--- src/rtl/rgbw_pkg.sv ---
// Shared definitions for the RGBW command controller and the PWM channel blocks:
// opcodes, channel indices and controller state encoding.
package rgbw_pkg;

  localparam int NUM_CH = 5;

  // Channel indices into the active and shadow banks.
  localparam logic [2:0] CH_R = 3'd0;
  localparam logic [2:0] CH_G = 3'd1;
  localparam logic [2:0] CH_B = 3'd2;
  localparam logic [2:0] CH_W = 3'd3;
  localparam logic [2:0] CH_I = 3'd4;

  // Command opcodes. WRITE_ONE carries the channel index in bits [2:0].
  localparam logic [7:0] OP_NOP       = 8'h00;
  localparam logic [7:0] OP_WRITE_ALL = 8'h10;
  localparam logic [7:0] OP_WRITE_ONE = 8'h20;

  // Payload lengths in bytes.
  localparam logic [2:0] LEN_NOP = 3'd0;
  localparam logic [2:0] LEN_ALL = 3'd5;
  localparam logic [2:0] LEN_ONE = 3'd1;

  typedef enum logic [2:0] {
    ST_IDLE    = 3'd0,
    ST_CMD     = 3'd1,
    ST_PAYLOAD = 3'd2,
    ST_CHECK   = 3'd3,
    ST_DRAIN   = 3'd4
  } state_t;

  typedef logic [7:0] chan_bank_t [NUM_CH];

endpackage

--- src/rtl/rgbw_cmd_ctrl.sv ---
// Command-frame controller: parses command/payload/checksum from the SPI byte
// stream into a shadow bank and commits it to the active channel registers only
// when the XOR checksum matches. Aborted or corrupt frames leave outputs alone.
module rgbw_cmd_ctrl
  import rgbw_pkg::*;
#(
  parameter logic [7:0] RST_VAL = 8'h00
) (
  input  logic       clk,
  input  logic       reset,
  input  logic       cs,
  input  logic       byte_rdy,
  input  logic [7:0] byte_in,
  output logic [7:0] red,
  output logic [7:0] green,
  output logic [7:0] blue,
  output logic [7:0] white,
  output logic [7:0] intensity,
  output logic       update,
  output logic       err,
  output logic       busy
);

  state_t     r_state, w_state;
  logic [2:0] r_cnt, w_cnt;
  logic [2:0] r_len, w_len;
  logic [2:0] r_base, w_base;
  logic [7:0] r_acc, w_acc;
  logic [4:0] r_mask, w_mask;
  logic       r_update, w_update;
  logic       r_err, w_err;
  chan_bank_t r_shadow, w_shadow;
  chan_bank_t r_active, w_active;
  logic [2:0] w_tgt;

  // WRITE_ALL walks channels 0..4 from base 0; WRITE_ONE uses its channel as base.
  assign w_tgt = r_base + r_cnt;

  // State and datapath registers; reset returns everything to its idle value.
  always_ff @(posedge clk) begin
    if (reset) begin
      r_state  <= ST_IDLE;
      r_cnt    <= 3'd0;
      r_len    <= 3'd0;
      r_base   <= 3'd0;
      r_acc    <= 8'h00;
      r_mask   <= 5'd0;
      r_update <= 1'b0;
      r_err    <= 1'b0;
      for (int i = 0; i < NUM_CH; i++) begin
        r_shadow[i] <= 8'h00;
        r_active[i] <= RST_VAL;
      end
    end else begin
      r_state  <= w_state;
      r_cnt    <= w_cnt;
      r_len    <= w_len;
      r_base   <= w_base;
      r_acc    <= w_acc;
      r_mask   <= w_mask;
      r_update <= w_update;
      r_err    <= w_err;
      r_shadow <= w_shadow;
      r_active <= w_active;
    end
  end

  // Next-state, frame parsing and commit; cs high overrides any byte strobe.
  always_comb begin
    w_state  = r_state;
    w_cnt    = r_cnt;
    w_len    = r_len;
    w_base   = r_base;
    w_acc    = r_acc;
    w_mask   = r_mask;
    w_update = 1'b0;
    w_err    = 1'b0;
    w_shadow = r_shadow;
    w_active = r_active;

    if (cs) begin
      w_state = ST_IDLE;
      w_cnt   = 3'd0;
      w_acc   = 8'h00;
      w_mask  = 5'd0;
    end else begin
      case (r_state)
        ST_IDLE: begin
          w_state = ST_CMD;
          w_cnt   = 3'd0;
          w_acc   = 8'h00;
          w_mask  = 5'd0;
        end
        ST_CMD: begin
          if (byte_rdy) begin
            w_acc  = byte_in;
            w_cnt  = 3'd0;
            w_mask = 5'd0;
            if (byte_in == OP_NOP) begin
              w_len   = LEN_NOP;
              w_base  = CH_R;
              w_state = ST_CHECK;
            end else if (byte_in == OP_WRITE_ALL) begin
              w_len   = LEN_ALL;
              w_base  = CH_R;
              w_state = ST_PAYLOAD;
            end else if ((byte_in[7:3] == OP_WRITE_ONE[7:3]) && (byte_in[2:0] <= CH_I)) begin
              w_len   = LEN_ONE;
              w_base  = byte_in[2:0];
              w_state = ST_PAYLOAD;
            end else begin
              w_err   = 1'b1;
              w_state = ST_DRAIN;
            end
          end else begin
            w_state = ST_CMD;
          end
        end
        ST_PAYLOAD: begin
          if (byte_rdy) begin
            if (w_tgt <= CH_I) begin
              w_shadow[w_tgt] = byte_in;
              w_mask[w_tgt]   = 1'b1;
            end else begin
              w_mask = r_mask;
            end
            w_acc = r_acc ^ byte_in;
            w_cnt = r_cnt + 3'd1;
            if ((r_cnt + 3'd1) == r_len) begin
              w_state = ST_CHECK;
            end else begin
              w_state = ST_PAYLOAD;
            end
          end else begin
            w_state = ST_PAYLOAD;
          end
        end
        ST_CHECK: begin
          if (byte_rdy) begin
            if (byte_in == r_acc) begin
              for (int i = 0; i < NUM_CH; i++) begin
                if (r_mask[i]) begin
                  w_active[i] = r_shadow[i];
                end else begin
                  w_active[i] = r_active[i];
                end
              end
              w_update = |r_mask;
              w_mask   = 5'd0;
              w_state  = ST_CMD;
            end else begin
              w_err   = 1'b1;
              w_state = ST_DRAIN;
            end
          end else begin
            w_state = ST_CHECK;
          end
        end
        ST_DRAIN: begin
          w_state = ST_DRAIN;
        end
        default: begin
          w_state = ST_IDLE;
        end
      endcase
    end
  end

  assign red       = r_active[CH_R];
  assign green     = r_active[CH_G];
  assign blue      = r_active[CH_B];
  assign white     = r_active[CH_W];
  assign intensity = r_active[CH_I];
  assign update    = r_update;
  assign err       = r_err;
  assign busy      = (r_state == ST_PAYLOAD) || (r_state == ST_CHECK);

endmodule
--- config.mk ---
export PLATFORM = sky130hd
export DESIGN_NAME = rgbw_cmd_ctrl
export DESIGN_NICKNAME = d
export VERILOG_FILES = /design/src/rtl/rgbw_pkg.sv /design/src/rtl/rgbw_cmd_ctrl.sv
export SDC_FILE = /design/constraint.sdc
export NUM_CORES = 1
export LEC_CHECK = 0
export BUFFER_PORTS_ARGS = -buffer_cell sky130_fd_sc_hd__buf_2
export CELL_PAD_IN_SITES_DETAIL_PLACEMENT = 0
export CELL_PAD_IN_SITES_GLOBAL_PLACEMENT = 1
export CORE_MARGIN = 10
export CORE_UTILIZATION = 48
export DETAILED_ROUTE_END_ITERATION = 8
export GPL_ROUTABILITY_DRIVEN = 0
export GPL_TIMING_DRIVEN = 1
export PLACE_DENSITY = 0.81
export SYNTH_ARGS = -nofsm -noshare
export SYNTH_HDL_FRONTEND = slang
export SYNTH_SLANG_ARGS = --single-unit
--- constraint.sdc ---
create_clock -name clk -period 4.1 [get_ports clk]
set_clock_uncertainty 0.1 [all_clocks]
set_input_delay 0.615 -clock clk [delete_from_list [all_inputs] [get_ports clk]]
set_output_delay 0.615 -clock clk [all_outputs]
set_load 0.05 [all_outputs]
==> key figures, run 1 <==
STA
  • Minimum clock period: 2.663 ns
  • Setup TNS Final: 0 ns
  • Fin crit share: 0.6496
  • Slew Limit Headroom: 0.5043
  • Worst slew pin tran: 0.7428 ns
  • Final hold slack: 0.3633 ns
  • RSZ-0062 raised after global routing: false
  • Fmax: 0.3755 GHz
  • Fin. Hold Viols: 0
  • Final Setup Violations: 0
  • Fin. max-slew vios: 0

Yosys
  • Synthesized flop and latch total: 106
  • Synth top area share: 0.4715
  • Syn Inst Count: 464
  • Post-synth ARST share: 0
  • Syn Area/Cell: 9.699 um^2
  • Count of different cell masters after synthesis: 52
  • Largest area contributor in the netlist: dfxtp_1
  • Adder-Cell Fraction of Synth Area: 0.01001
  • Number of flops mapped to enable cells by yosys: 0
  • Post-Syn Nets: 479
  • Seq/Total Area, Yosys: 0.4715
  • Simple-gate area share of the yosys netlist: 0.1907
  • Yosys Warn Count: 0
  • Dominant cells by area after synthesis: dfxtp_1 47%, mux2i_1 17%, nor2_1 8.4%, o21ai_0 2.2%, buf_6 2.0%
  • Largest family of logic cells by synthesized area: simple AND/OR/NAND/NOR gates
  • Fraction of synthesized cell area in xor and xnor cells: 0.02641
  • Complex-gate fraction of the synthesized area: 0.07979
  • Ys flop type: dfxtp_1
  • Mux cell area share after synthesis: 0.1713
  • Mapped cell area: 4501 um^2

Worst setup path
  • Largest stage delay, worst path: 0.55 ns
  • Worst Setup Start Kind: register
  • Slowest CP cell: nor3_2
  • FF-to-FF path depth: 8
  • Worst setup EP type: register
  • Worst Path Arrival: 2.79 ns
  • R2R Path End: r_shadow[19]
  • Levels on crit path: 8
  • Setup CP Type: register to register
  • Critical path's top delay family: simple AND/OR/NAND/NOR gates
  • Worst reg2reg setup slack: 1.44 ns
  • CP Max Fanout: 10
  • CP Buf/Inv Count: 1
  • CP cell instances: ha_1 -> inv_1 -> fa_1 -> xnor3_1 -> nor3_2 -> nand2_1 -> nand2_1 -> a21oi_1
  • Most used cell, CP: nand2_1
  • Worst reg2reg startpoint: r_cnt[0]
  • Worst EP required: 4.22 ns

Clocking
  • Worst-Skew Late Latency: 0.37 ns
  • Reg clk slew, reported paths: 0.10 ns
  • Cts hold-fix bufs: 0
  • CTS sink count: 106
  • CTS H-tree lvls: 3
  • CTS Buf Count: 9
  • Post-CTS setup repair buffer count: 0
  • TritonCTS clock tree: yes
  • Clock buffer depth: 2
  • Root Buffer: clkbuf_8
  • Post-cts resize count: 0

Final layout
  • Final Cell Area: 4915 um^2
  • Layout cells sized above 1: 0.1726
  • Final net count: 514
  • Area grow syn2layout: 9.202%
  • Filler cells: 838
  • # diodes: 0

Die
  • IO Count: 55
  • Die height: 116.8 um
  • Die area: 13650 um^2
  • Core Area: 9196 um^2
  • Row count: 35
  • Initial Utilization: 0.4894
  • Die W: 116.8 um

Power
  • Leakage: 2.308 nW
  • Gate power share: 0.048
  • Reg power frac: 0.586
  • Pint: 0.001340 W
  • Sw frac: 0.2415
  • P_sw: 0.0004267 W
  • Clk pwr share: 0.366
  • PD cells: 359.5 nW/um^2
  • VDD IR-drop max: 0.0002202 V

Global routing
  • First-pass GRT wire length: 16880 um
  • Overall global routing resource usage: 0.1558
  • Vias in the first global route: 3353
  • Largest net degree at the start of global routing: 73
  • Initial antenna violation count: 0
  • Global route overflow: 0

Placed design
  • Post-Place Cell Area: 4721 um^2
  • Port Buf Inserts: 54
  • Final HPWL DP: 6944 um

Detailed routing
  • Iter 0 DRT Violations: 172
  • Vias per cell: 5.459
  • Drc violations: 0
  • Drt wl/cell: 16.86 um
  • Routed WL: 10370 um
  • Initial DRT Pass Iterations: 5
  • Antenna-violating nets left: 0
  • Vias post-DR: 3357

Hold path
  • Worst hold path cell count: 2
  • Hold Startpoint: r_shadow[23]
  • Worst min path class: register to register
  • Hold EP: r_shadow[23]

Outcome
  • Status: complete, no violations

Job
  • Max-cap violation count: 0
## cell usage after synthesis (3+ instances only)
master,instances
nand3_1,10
xor2_1,8
a32oi_1,8
nor2b_1,4
xnor2_1,3
nor3_1,6
inv_1,6
nand4_2,4
a31oi_1,3
o21ai_0,20
a21oi_1,16
buf_4,3
nor2_1,101
and3_1,3
mux2i_1,77
nand4_1,3
and2_1,6
nand2_1,13
clkbuf_1,18
dfxtp_1,106
buf_6,8
## power by group through the flow
stage	sequential, W	combinational, W	clock, W
after floorplan	0.00106	0.0000668	0
after global placement	0.00106	0.0000836	0
after detailed placement	0.00106	0.0000843	0
after CTS	0.00104	0.0000849	0.000663
after global routing	0.00104	0.0000922	0.000703
final	0.00104	0.0000845	0.000647
## kinds of logic after synthesis
logic type / count (synthesis)
and+or+nand+nor: 172
DFF: 106
muxes: 77
AOI/OAI and AO/OA: 56
buffers and inverters: 38
xor gates and xnor gates: 12
adders and majority gates: 3
## registers in the layout, summed over array words and instances, names as in the netlist
name	count
r_cnt	3
blue	8
r_mask	5
intensity	8
white	8
r_base	3
red	8
update	1
r_len	2
err	1
green	8
r_shadow	40
r_state	3
r_acc	8
## metrics by stage
stage | util | instances | power [W] | setup slack, ns
2_1_floorplan | - | 464 | 0.001124 | 1.828
3_3_place_gp | 0.5133 | 599 | 0.001142 | 1.381
3_5_place_dp | 0.5133 | 599 | 0.001143 | 1.336
4_1_cts | 0.5344 | 615 | 0.001783 | 1.458
5_1_grt | 0.5344 | 615 | 0.001831 | 1.208
6_report | 0.5344 | 615 | 0.001767 | 1.437
## layout by cell type (no fill, tap or decap), types with 2 or more instances in the layout
master      netlist  routed
ha_1              2       2
or2_2             2       2
and2_1            6       6
buf_4             3       2
mux2i_1          77      77
a31oi_1           3       3
inv_1             6       6
nand4_2           4       4
xor2_1            8       8
clkbuf_1         18       2
nor2_1          101     101
nor3_1            6       6
nand2b_1          2       2
nor2b_1           4       4
nand3_2           2       2
nand3_1          10      10
nand2_1          13      13
xnor2_1           3       3
a21oi_1          16      16
nand4_1           3       3
dfxtp_1         106     106
and3_1            3       3
nor3b_1           2       2
clkinvlp_4        0       2
clkbuf_8          1       9
a32oi_1           8       8
o21ai_0          20      20
buf_2             2      54
nor4b_1           2       2
## metal layers
| metal | wire, um | up-vias | global-route usage |
|---|---|---|---|
| met2 | 4703 | 67 | 0.2501 |
| met4 | 99 | 0 | 0.05025 |
| met1 | 4997 | 1613 | 0.2013 |
| li1 | - | 1668 | - |
| met5 | 0 | - | 0 |
| met3 | 569 | 9 | 0.03823 |
## area by class of cell
class,instances,area [um^2],area share
clock inverter,5,62.56,0.01273
tap,111,138.9,0.02826
timing repair buffer,56,285.3,0.05804
sequential,106,2122,0.4318
inverter,6,22.52,0.004582
clock buffer,11,131.4,0.02673
multi-input combinational,320,2152,0.4379
## how the worst max path moves through the flow
| stage | from | end | slack [ns] |
|---|---|---|---|
| 2_1_floorplan | r_cnt[0] | r_shadow[32] | 1.83 |
| 3_3_place_gp | byte_in[7] | intensity[6] | 1.38 |
| 6_report | r_cnt[0] | r_shadow[19] | 1.44 |
| 4_1_cts | r_cnt[0] | r_shadow[38] | 1.46 |
| 5_1_grt | r_cnt[0] | r_shadow[19] | 1.21 |
| 3_5_place_dp | byte_in[7] | intensity[6] | 1.34 |
## worst reg2reg max path, cell delays in order (launching register included)
cell	delay [ns]
dfxtp_1	0.44
ha_1	0.18
inv_1	0.05
fa_1	0.36
xnor3_1	0.30
nor3_2	0.55
nand2_1	0.34
nand2_1	0.14
a21oi_1	0.07
(Power assumes the default switching activity.)
==> run 2: changes to the inputs <==
- ABC_AREA: default -> 1
- CORE_UTILIZATION: 48 -> 37
- PLACE_DENSITY: 0.81 -> 0.71
- clock period: 4.1 -> 2.2 ns (I/O delays scaled with it)
==> key figures, run 2 <==
Hold path
  • Hold EP: r_state[2]
  • Worst hold path cell count: 3
  • Hold Startpoint: byte_rdy
  • Worst min path class: primary input to register

Yosys
  • Seq/Total Area, Yosys: 0.4559
  • Ys flop type: dfxtp_1
  • Number of flops mapped to enable cells by yosys: 0
  • Synth top cells by count: 157 x nor2_1, 137 x nand2_1, 106 x dfxtp_1
  • Mapped cell area: 4654 um^2
  • Post-Syn Nets: 684
  • Synthesized flop and latch total: 106
  • Yosys Warn Count: 0
  • Post-synth ARST share: 0
  • Syn Inst Count: 669
  • Largest area contributor in the netlist: dfxtp_1
  • Count of different cell masters after synthesis: 29
  • Syn Area/Cell: 6.957 um^2
  • Synth top area share: 0.4559
  • Dominant cells by area after synthesis: dfxtp_1 46%, nor2_1 13%, nand2_1 11%, inv_1 6.6%, o21ai_0 4.1%
  • Cell with the most instances after synthesis: nor2_1

Detailed routing
  • Vias per cell: 4.568
  • Antenna-violating nets left: 0
  • Iter 0 DRT Violations: 222
  • Drt wl/cell: 13.27 um
  • Drc violations: 0
  • Routed wl met2: 5419 um
  • Routed WL: 12030 um
  • Vias post-DR: 4143
  • Initial DRT Pass Iterations: 4
  • WL met1: 5912 um
  • WL met3: 464 um
  • Uppermost layer routed: met4

STA
  • Worst slew pin tran: 0.3336 ns
  • Fin. Hold Viols: 0
  • Minimum clock period: 2.103 ns
  • Fin. max-slew vios: 0
  • Slew Limit Headroom: 0.7768
  • RSZ-0062 raised after global routing: false
  • Fmax: 0.4756 GHz
  • Setup TNS Final: 0 ns
  • Final hold slack: 0.1581 ns
  • Final Setup Violations: 0
  • Fin crit share: 0.9558
  • Post-layout worst setup margin: 0.09725 ns

Outcome
  • Status: complete, no violations

Die
  • Die height: 132.2 um
  • Core Area: 12160 um^2
  • Die W: 132.2 um
  • Die area: 17470 um^2
  • Initial Utilization: 0.3827
  • Row count: 40
  • IO Count: 55

Clocking
  • Root Buffer: clkbuf_16
  • Clock buffer depth: 2
  • CTS sink count: 106
  • CTS Buf Count: 9
  • TritonCTS clock tree: yes
  • CTS H-tree lvls: 3
  • Worst-Skew Late Latency: 0.36 ns
  • Reg clk slew, reported paths: 0.07 ns

Worst setup path
  • Setup CP Type: register to register
  • CP Max Fanout: 8
  • Worst Setup Start Kind: register
  • Worst EP required: 2.38 ns
  • Worst reg2reg setup slack: 0.1 ns
  • Worst reg2reg startpoint: r_base[0]
  • Worst setup EP type: register
  • Worst Path Arrival: 2.29 ns
  • R2R Path End: r_shadow[36]
  • FF-to-FF path depth: 10

Final layout
  • # diodes: 0
  • Footprint of the multi-input gates: 2111 um^2
  • Commonest non-fill, non-tap cell in the layout: nor2_1
  • Finished Core Util: 0.4593
  • Most frequent cells in the layout: 154 x nor2_1, 133 x nand2_1, 104 x dfxtp_1
  • Sequential Area: 2125 um^2
  • Largest Register: r_shadow
  • Final Cell Area: 5585 um^2
  • Final net count: 749
  • Max reg flops: 40
  • Filler cells: 1310
  • Layout cells sized above 1: 0.1976
  • Area grow syn2layout: 20.00%

Power
  • Leakage: 2.880 nW
  • PD cells: 688.2 nW/um^2
  • VDD IR-drop max: 0.0002811 V

Global routing
  • Overall global routing resource usage: 0.1387
  • Initial antenna violation count: 0
  • Largest net degree at the start of global routing: 53
  • First-pass GRT wire length: 19930 um
  • Global route overflow: 0
  • Vias in the first global route: 3997

Job
  • Max-cap violation count: 0

Placed design
  • Port Buf Inserts: 54
  • Final HPWL DP: 8267 um
  • DP Worst Slack: 0.01286 ns
  • Post-Place Cell Area: 5159 um^2
## run 2: changes by cell type after synthesis, moves of 7 or more
cell / before / now
inv_1: 6 / 82
a32oi_1: 8 / 0
a211oi_1: 0 / 8
a21oi_1: 16 / 36
o22ai_1: 0 / 8
o21ai_0: 20 / 38
inv_2: 0 / 11
nand2_2: 0 / 14
nand2_1: 13 / 137
nor2_1: 101 / 157
clkbuf_1: 18 / 7
mux2i_1: 77 / 0
xor2_1: 8 / 1
## run 2: routing by layer
| metal | vias to the layer above | track usage |
|---|---|---|
| li1 | 2206 | - |
| met4 | 0 | 0.06057 |
| met5 | - | 0 |
| met1 | 1857 | 0.1808 |
| met3 | 15 | 0.02668 |
| met2 | 65 | 0.2170 |
## run 2: cell type report
type / count / share of cell area
Sequential cell: 106 / 0.3804
Multi-Input combinational cell: 450 / 0.3779
Timing Repair Buffer: 74 / 0.08513
Inverter: 93 / 0.06295
Clock buffer: 10 / 0.04279
Tap cell: 168 / 0.03763
Clock inverter: 6 / 0.01322
## run 2: cells by family (layout without fill, tap and decap cells)
family | after synthesis | count (layout) | synth area share
flip-flops | 106 | 106 | 0.4559
adder cells (fa/ha/maj) | 3 | 3 | 0.009677
AND/OR/NAND/NOR | 352 | 352 | 0.3196
XOR/XNOR | 1 | 1 | 0.001882
buffers and inverters | 113 | 183 | 0.1038
AO/OA/AOI/OAI | 94 | 94 | 0.1091
## run 2: stage by stage
| step | cells | power (W) |
|---|---|---|
| 2_1_floorplan | 669 | 0.002095 |
| 3_3_place_gp | 887 | 0.002179 |
| 3_5_place_dp | 887 | 0.002180 |
| 4_1_cts | 903 | 0.003886 |
| 5_1_grt | 907 | 0.003995 |
| 6_report | 907 | 0.003844 |
## run 2: critical path, cell delays in order, from the launching register on
cell and delay (ns):
dfxtp_2 0.36, ha_4 0.12, inv_1 0.04, fa_2 0.55, inv_2 0.05, nor2_4 0.13, inv_2 0.06, nor3_4 0.25
buf_12 0.16, o21ai_1 0.05, a21oi_1 0.14
## run 2: worst max path at each step
| stage | endpoint | slack (ns) | cells past startpoint | start |
|---|---|---|---|---|
| 4_1_cts | r_shadow[24] | 0.00008 | 12 | r_base[0] |
| 3_5_place_dp | r_shadow[36] | 0.01 | 10 | r_base[0] |
| 5_1_grt | r_mask[1] | 0.001 | 12 | r_cnt[0] |
| 6_report | r_shadow[36] | 0.1 | 10 | r_base[0] |
| 2_1_floorplan | r_shadow[16] | 0.07 | 8 | r_cnt[0] |
| 3_3_place_gp | r_shadow[36] | 0.06 | 10 | r_cnt[0] |
## run 2: what timing repair did
action	CTS	global route
setup buffers	0	3
cloned	0	1
hold buffers	0	0
resized for setup	0	27
pin swaps	1	4
setup endpoints to repair	1	45
## run 2: where the power goes
| part | switching (W) | leakage, nW | internal (W) | total, W |
|---|---|---|---|---|
| Combinational | 0.000147 | 1.87 | 0.0000636 | 0.000210 |
| Clock | 0.000772 | 0.153 | 0.000930 | 0.00170 |
| Sequential | 0.00000581 | 0.855 | 0.00193 | 0.00193 |
| Total | 0.000924 | 2.88 | 0.00292 | 0.00384 |
==> run 3: changes to the inputs <==
- BUFFER_PORTS_ARGS: -buffer_cell sky130_fd_sc_hd__buf_2 -> -buffer_cell sky130_fd_sc_hd__clkbuf_2
- CORE_ASPECT_RATIO: default -> 0.5
==> key figures, run 3 (synthesized netlist as in run 2, its figures left out) <==
Placed design
  • Final HPWL DP: 8723 um
  • Port Buf Inserts: 54

Worst setup path
  • Most used cell, CP: inv_2
  • Levels on crit path: 10
  • Crit. Startpoint: r_base[0]
  • Worst Setup Start Kind: register
  • Setup CP Type: register to register
  • Worst reg2reg startpoint: r_base[0]
  • CP Buf/Inv Count: 4
  • Worst reg2reg setup slack: 0.01 ns
  • CP Max Fanout: 8
  • Worst setup EP type: register
  • Critical path's top delay family: adder cells
  • Worst EP required: 2.38 ns
  • CP cell instances: ha_4 -> inv_2 -> fa_2 -> inv_2 -> nor2_4 -> inv_2 -> nor3_4 -> buf_12 -> o21ai_2 -> a21oi_1
  • Slowest CP cell: fa_2
  • Largest stage delay, worst path: 0.57 ns
  • Worst Path Arrival: 2.37 ns
  • FF-to-FF path depth: 10

Detailed routing
  • Routed WL: 12290 um
  • Drt wl/cell: 13.42 um
  • Vias post-DR: 4127
  • Antenna-violating nets left: 0
  • Iter 0 DRT Violations: 203
  • Drc violations: 0
  • Initial DRT Pass Iterations: 4
  • Vias per cell: 4.505

STA
  • Fin. Hold Viols: 0
  • Final Setup Violations: 0
  • Fin crit share: 0.9946
  • RSZ-0062 raised after global routing: true
  • Final hold slack: 0.1622 ns
  • Minimum clock period: 2.188 ns
  • Fmax: 0.4570 GHz
  • Fin. max-slew vios: 0
  • Slew Limit Headroom: 0.7243
  • Worst slew pin tran: 0.4120 ns

Final layout
  • Filler cells: 1290
  • Layout cells sized above 1: 0.2144
  • Final net count: 761
  • # diodes: 0
  • Area grow syn2layout: 21.91%
  • Commonest non-fill, non-tap cell in the layout: nor2_1
  • Max reg flops: 40
  • Most frequent cells in the layout: 156 x nor2_1, 136 x nand2_1, 104 x dfxtp_1
  • Finished Core Util: 0.4708
  • Largest Register: r_shadow

Clocking
  • CTS Buf Count: 9
  • Cts hold-fix bufs: 0
  • Root Buffer: clkbuf_16
  • Reg clk slew, reported paths: 0.07 ns
  • TritonCTS clock tree: yes
  • CTS H-tree lvls: 3
  • CTS sink count: 106
  • Worst-Skew Late Latency: 0.35 ns
  • Clock buffer depth: 2

Power
  • Leakage: 2.903 nW
  • VDD IR-drop max: 0.0003556 V
  • PD cells: 677.0 nW/um^2

Global routing
  • Largest net degree at the start of global routing: 43
  • First-pass GRT wire length: 19290 um
  • Vias in the first global route: 3672
  • Initial antenna violation count: 0
  • Overall global routing resource usage: 0.1348
  • Global route overflow: 0

Hold path
  • Worst min path class: primary input to register
  • Hold Startpoint: byte_rdy
  • Worst hold path cell count: 3

Die
  • Die area: 17740 um^2
  • IO Count: 55
  • Initial Utilization: 0.3862
  • Core Area: 12050 um^2
  • Die height: 99.31 um
  • Die W: 178.6 um
  • Row count: 28

Job
  • Max-cap violation count: 0

Outcome
  • Status: complete, no violations
-- run 3: final timing paths --
path                   to
min            r_state[2]
max          r_shadow[33]
max reg2reg  r_shadow[33]
min reg2reg      r_len[2]
-- run 3: power breakdown --
part	total, W	internal [W]	leakage [nW]	switching (W)
Combinational	0.000229	0.0000763	1.90	0.000153
Sequential	0.00193	0.00193	0.855	0.00000574
Clock	0.00168	0.000905	0.150	0.000776
-- run 3: worst min-delay path, stage by stage --
cell,delay (ns)
clkbuf_2,0.09
nand3_1,0.08
a31oi_1,0.07
-- run 3: cell type report --
class	instances	area, um^2	share of cell area
multi-input combinational	450	2117	0.3731
inverter	93	349.1	0.06152
clock buffer	9	225.2	0.03969
clock inverter	7	86.33	0.01521
sequential	106	2125	0.3744
timing repair buffer	86	565.5	0.09967
tap	165	206.4	0.03638
-- run 3: per-layer routing --
| metal | wire (um) | up-vias | GRT usage |
|---|---|---|---|
| met5 | 0 | - | 0 |
| met4 | 101 | 0 | 0.02906 |
| met3 | 662 | 10 | 0.03396 |
| met2 | 5199 | 73 | 0.2054 |
| met1 | 6326 | 1817 | 0.1875 |
| li1 | - | 2227 | - |
-- run 3: timing repair --
item                                    in CTS  in global routing
buffers inserted                             0                  1
endpoints found under the setup margin       0                 45
resized for setup                            0                 31
-- run 3: through the flow --
stage | total power [W] | std cells | setup slack, ns | setup TNS [ns] | cell area [um^2]
global placement | 0.002201 | 898 | 0.01806 | 0 | 5260
detailed placement | 0.002198 | 898 | 0.02354 | 0 | 5260
finish | 0.003842 | 916 | 0.01188 | 0 | 5674
global route | 0.003979 | 916 | -0.05195 | -0.2991 | 5674
floorplan | 0.002095 | 669 | 0.06818 | 0 | 4654
CTS | 0.003885 | 914 | 0.007926 | 0 | 5572
